<file path="src/rtl/wb_timeout_slice.sv">
// wb_timeout_slice: registered Wishbone classic slice that ends unacked accesses with a bus error.
// Optional timeout status outputs (o_to_count, o_to_adr) enabled by WB_TIMEOUT_SLICE_STATUS_EN.
`default_nettype none

module wb_timeout_slice #(
   parameter int AW      = 32,
   parameter int DW      = 32,
   parameter int SW      = DW >> 3,
   parameter int TIMEOUT = 255,
   parameter int CW      = $clog2(TIMEOUT + 1)
) (
   input  logic          i_clk,
   input  logic          i_rst_n,
   input  logic [AW-1:0] i_s_wb_adr,
   input  logic [SW-1:0] i_s_wb_sel,
   input  logic          i_s_wb_we,
   input  logic [DW-1:0] i_s_wb_dat,
   output logic [DW-1:0] o_s_wb_dat,
   input  logic          i_s_wb_cyc,
   input  logic          i_s_wb_stb,
   output logic          o_s_wb_ack,
   output logic          o_s_wb_err,
   output logic [AW-1:0] o_m_wb_adr,
   output logic [SW-1:0] o_m_wb_sel,
   output logic          o_m_wb_we,
   output logic [DW-1:0] o_m_wb_dat,
   input  logic [DW-1:0] i_m_wb_dat,
   output logic          o_m_wb_cyc,
   output logic          o_m_wb_stb,
   input  logic          i_m_wb_ack,
   input  logic          i_m_wb_err
`ifdef WB_TIMEOUT_SLICE_STATUS_EN
   ,
   output logic [15:0]   o_to_count,
   output logic [AW-1:0] o_to_adr
`endif
);

   typedef enum logic [1:0] {
      S_IDLE = 2'd0,
      S_BUSY = 2'd1,
      S_RESP = 2'd2
   } state_t;

   localparam logic [CW-1:0] LAST_CNT = CW'(TIMEOUT - 1);

   state_t        state_q, state_d;
   logic [CW-1:0] cnt_q, cnt_d;
   logic [AW-1:0] adr_q, adr_d;
   logic [SW-1:0] sel_q, sel_d;
   logic          we_q, we_d;
   logic [DW-1:0] wdat_q, wdat_d;
   logic [DW-1:0] rdat_q, rdat_d;
   logic          err_q, err_d;
`ifdef WB_TIMEOUT_SLICE_STATUS_EN
   logic          to_event;
   logic [15:0]   to_count_q;
   logic [AW-1:0] to_adr_q;
`endif

   always_ff @(posedge i_clk or negedge i_rst_n) begin
      if (!i_rst_n) begin
         state_q <= S_IDLE;
         cnt_q   <= '0;
         adr_q   <= '0;
         sel_q   <= '0;
         we_q    <= 1'b0;
         wdat_q  <= '0;
         rdat_q  <= '0;
         err_q   <= 1'b0;
      end else begin
         state_q <= state_d;
         cnt_q   <= cnt_d;
         adr_q   <= adr_d;
         sel_q   <= sel_d;
         we_q    <= we_d;
         wdat_q  <= wdat_d;
         rdat_q  <= rdat_d;
         err_q   <= err_d;
      end
   end

   always_comb begin
      state_d = state_q;
      cnt_d   = cnt_q;
      adr_d   = adr_q;
      sel_d   = sel_q;
      we_d    = we_q;
      wdat_d  = wdat_q;
      rdat_d  = rdat_q;
      err_d   = err_q;
`ifdef WB_TIMEOUT_SLICE_STATUS_EN
      to_event = 1'b0;
`endif
      case (state_q)
         S_IDLE: begin
            if (i_s_wb_cyc && i_s_wb_stb) begin
               adr_d   = i_s_wb_adr;
               sel_d   = i_s_wb_sel;
               we_d    = i_s_wb_we;
               wdat_d  = i_s_wb_dat;
               cnt_d   = '0;
               err_d   = 1'b0;
               state_d = S_BUSY;
            end
         end
         S_BUSY: begin
            // Abort outranks any response; peripheral err outranks ack and timeout.
            if (!i_s_wb_cyc) begin
               state_d = S_IDLE;
            end else if (i_m_wb_err) begin
               err_d   = 1'b1;
               state_d = S_RESP;
            end else if (i_m_wb_ack) begin
               err_d   = 1'b0;
               if (!we_q) rdat_d = i_m_wb_dat;
               state_d = S_RESP;
            end else if (cnt_q == LAST_CNT) begin
               err_d   = 1'b1;
               state_d = S_RESP;
`ifdef WB_TIMEOUT_SLICE_STATUS_EN
               to_event = 1'b1;
`endif
            end else begin
               cnt_d = cnt_q + CW'(1);
            end
         end
         S_RESP:  state_d = S_IDLE;
         default: state_d = S_IDLE;
      endcase
   end

   assign o_m_wb_cyc = (state_q == S_BUSY);
   assign o_m_wb_stb = (state_q == S_BUSY);
   assign o_m_wb_adr = adr_q;
   assign o_m_wb_sel = sel_q;
   assign o_m_wb_we  = we_q;
   assign o_m_wb_dat = wdat_q;
   assign o_s_wb_dat = rdat_q;
   assign o_s_wb_ack = (state_q == S_RESP) && !err_q;
   assign o_s_wb_err = (state_q == S_RESP) && err_q;

`ifdef WB_TIMEOUT_SLICE_STATUS_EN
   always_ff @(posedge i_clk or negedge i_rst_n) begin
      if (!i_rst_n) begin
         to_count_q <= '0;
         to_adr_q   <= '0;
      end else if (to_event) begin
         if (to_count_q != 16'hFFFF) to_count_q <= to_count_q + 16'd1;
         to_adr_q <= adr_q;
      end
   end

   assign o_to_count = to_count_q;
   assign o_to_adr   = to_adr_q;
`endif

endmodule

`default_nettype wire
</file>
<file path="config.mk">
export PLATFORM = sky130hd
export DESIGN_NAME = wb_timeout_slice
export DESIGN_NICKNAME = d
export VERILOG_FILES = /design/src/rtl/wb_timeout_slice.sv
export SDC_FILE = /design/constraint.sdc
export NUM_CORES = 1
export LEC_CHECK = 0
export CAP_MARGIN = 5
export CORE_UTILIZATION = 37
export DETAILED_ROUTE_END_ITERATION = 7
export PLACE_DENSITY_LB_ADDON = 0.12
export SYNTH_ARGS = -nofsm -noshare
export SYNTH_HDL_FRONTEND = slang
export SYNTH_SLANG_ARGS = --single-unit
export TNS_END_PERCENT = 20
</file>
<file path="constraint.sdc">
create_clock -name i_clk -period 2 [get_ports i_clk]
set_clock_uncertainty 0.15 [all_clocks]
set_input_delay 0.3 -clock i_clk [delete_from_list [all_inputs] [get_ports i_clk]]
set_output_delay 0.3 -clock i_clk [all_outputs]
set_load 0.1 [all_outputs]
</file>
==> reports/qor.csv <==
metric,value,unit
peakVddDrop,0.000773,V
p_clk_share,17.9,%
finalCritPeriodShare,97.9,%
post_cts_buffers,0,
clock_latency,0.34,ns
area_delta_synth_final,56.4,%
cp-start-kind,input pin,
crit_buf_inv,2,
grt_max_degree,33,
setup_viol,0,
grt_pass1_wl,16900,um
fin_cells,657,
grt_pass1_vias,3204,
r2r_cells,4,
postRouteWirelength,10500,um
drt-initial-drc-count,173,
drc_errors,0,
critPathKind,input pin to flip-flop,
syn_inst,277,
critPathTopFamily,simple AND/OR/NAND/NOR gates,
worst_pin_slew,0.402,ns
path_max_fanout,32,
cts_buffer_depth,2,
n_fill_cell,956,
yosysTopAreaCell,dfrtp_1,
floorplan.initialDensity,37.8,%
maxSlewHeadroom,73.2,%
wl_per_cell,15.9,um
antenna_found_initial,0,
cpPeakStageDelay,0.52,ns
drv_slew,0,
die-width,113,um
combPwrFrac,52.7,%
clk_pin_slew,0.07,ns
fin_util,59.1,%
grtUsageTotal,17.5,%
numPortBuffers,211,
clk_root_buffer_cell,clkbuf_16,
drtPass1Iterations,4,
drive_above_1_share,49.2,%
synthTopCellsByArea,"dfrtp_1, mux2_2, mux2_4, buf_12, a31oi_1",
gp_congestion,0.749,
rows,40,
min_path_type,input pin to asynchronous set/reset pin,
ant_nets,0,
hpwl,8000,um
yosysUniqueCellTypes,32,
p_sw_share,49.8,%
switching_power,5.09,mW
dieArea,0.0127,mm2
cp_slowest_cell,or3b_2,
outcome,completed,
num_vias,3112,
synth_area,0.00452,mm2
tritoncts,done,
maxCapViolations,0,
multiInputGateArea,0.00160,mm2
worst-path-stages,5,
gr-total-overflow,0,
synth_nets,386,
diodes,0,
fin_crit,1.96,ns
avgSynthCellArea,16.3,um2
seq_area,0.00281,mm2
core,0.0120,mm2
routed_via_density,4.74,
final_cell_mix,"buf_4, dfrtp_1, clkdlybuf4s50_1, mux2_2, mux2_4",
intPower,5.13,mW
hold-worst-slack,0.271,ns
pwr_density_cell,1440,mW/mm2
cts_max_level,3,
synth_top_area_share,62.0,%
hold_viol,0,
final_common_cell,buf_4,
die_h,113,um
synth_seq_area_share,62.0,%
p_leak,3.29,nW
max_freq,511,MHz
power_frac_seq,29.4,%
rsz0062_at_grt,false,
dp.cells,641,
ios,212,
ys.warnings.count,0,
numCtsBuffers,9,
cts.sinks,112,
worstPathCellList,clkdlybuf4s50_1 -> nor2b_1 -> or3b_2 -> buf_12 -> mux2_4,
required,2.07,ns
finalNetCount,615,
worstPathArrival,2.03,ns
synth-seq-cells,112,
crit_path_end_kind,flip-flop,
[flip-flops by register name, indices dropped and copies added (netlist names)]
register / flops
state_q: 2
o_m_wb_sel: 4
o_m_wb_dat: 32
o_m_wb_we: 1
o_s_wb_dat: 32
o_m_wb_adr: 32
err_q: 1
cnt_q: 8
[final timing paths]
| path | from | slack, ns | endpoint |
|---|---|---|---|
| max | i_m_wb_ack | 0.04 | o_s_wb_dat[8]$_DFFE_PN0P_ |
| min reg2reg | cnt_q[7]$_DFFE_PN0P_ | 0.35 | cnt_q[7]$_DFFE_PN0P_ |
| max in group asynchronous | i_rst_n | 0.81 | o_s_wb_dat[16]$_DFFE_PN0P_ |
| min | i_rst_n | 0.27 | o_m_wb_adr[23]$_DFFE_PN0P_ |
| max reg2reg | state_q[1]$_DFFE_PN0P_ | 0.14 | o_s_wb_dat[8]$_DFFE_PN0P_ |
| min in group i_clk | cnt_q[7]$_DFFE_PN0P_ | 0.35 | cnt_q[7]$_DFFE_PN0P_ |
[metal layers]
metal | vias to the layer above | share of wire, % | track usage (%)
li1 | 1437 | - | -
met1 | 1548 | 41 | 21.2
met2 | 109 | 51 | 29.4
met3 | 18 | 6.2 | 5.35
met4 | 0 | 2.1 | 6.67
met5 | - | 0 | 0
[metrics by stage]
stage | total power [mW] | worst slack, ns | setup TNS, ns | area, um2
floorplan | 7.15 | -0.129 | -0.129 | 4530
detailed placement | 8.45 | -0.314 | -13.98 | 6750
global route | 10.5 | 0.0222 | 0 | 7070
finish | 10.2 | 0.0413 | 0 | 7070
CTS | 10.3 | 0.0413 | 0 | 7070
global placement | 8.41 | -0.314 | -13.29 | 6750
[kinds of logic (layout without fill, tap and decap cells)]
kind of cell / count (synthesis) / after routing / share of synthesized area [%]
AOI/OAI and AO/OA: 17 / 17 / 2.55
DFF: 112 / 112 / 62.0
and+or+nand+nor: 28 / 28 / 3.96
muxes: 103 / 103 / 28.1
adders and majority gates: 2 / 2 / 0.553
buffers and inverters: 15 / 248 / 2.85
[synth_stat cells]
| cell type | number |
|---|---|
| mux2_1 | 1 |
| nor3b_1 | 1 |
| nand4_1 | 1 |
| or3b_1 | 1 |
| ha_1 | 2 |
| o21ai_0 | 3 |
| or2_1 | 1 |
| and3_1 | 2 |
| nand2_1 | 5 |
| mux2_4 | 30 |
| buf_2 | 7 |
| dfrtp_1 | 112 |
| mux2i_1 | 1 |
| a211oi_4 | 1 |
| mux2_2 | 71 |
| clkbuf_1 | 1 |
| buf_12 | 3 |
| buf_4 | 2 |
| nand3_1 | 3 |
| a31oi_1 | 6 |
| buf_6 | 1 |
| and3b_2 | 1 |
| nor2_1 | 3 |
| or2_2 | 1 |
| nor3_2 | 1 |
| inv_1 | 1 |
| nand2b_1 | 3 |
| nor2b_1 | 3 |
| nand3b_4 | 1 |
| a41oi_1 | 2 |
| a21oi_1 | 5 |
| and4_1 | 1 |
[what timing repair did]
item,4_1_cts,5_1_grt
hold endpoints to repair,25,0
setup endpoints to repair,0,2
hold buffers,1,0
resized for setup,0,1
[final cells by class]
class,instances,share of cell area [%]
clock buffer,12,3.77
multi-input combinational,150,22.7
timing repair buffer,232,30.7
tap,147,2.60
sequential,112,39.7
inverter,1,0.0531
clock inverter,3,0.566
[power by group through the flow]
stage	combinational (mW)	clock [mW]	sequential, mW
after global routing	5.51	1.97	3.07
after detailed placement	5.40	0	3.05
after floorplan	0.652	0	6.50
after global placement	5.37	0	3.04
after CTS	5.41	1.90	3.01
final	5.38	1.83	3.01
No activity file was read; power rests on OpenSTA's default activity.
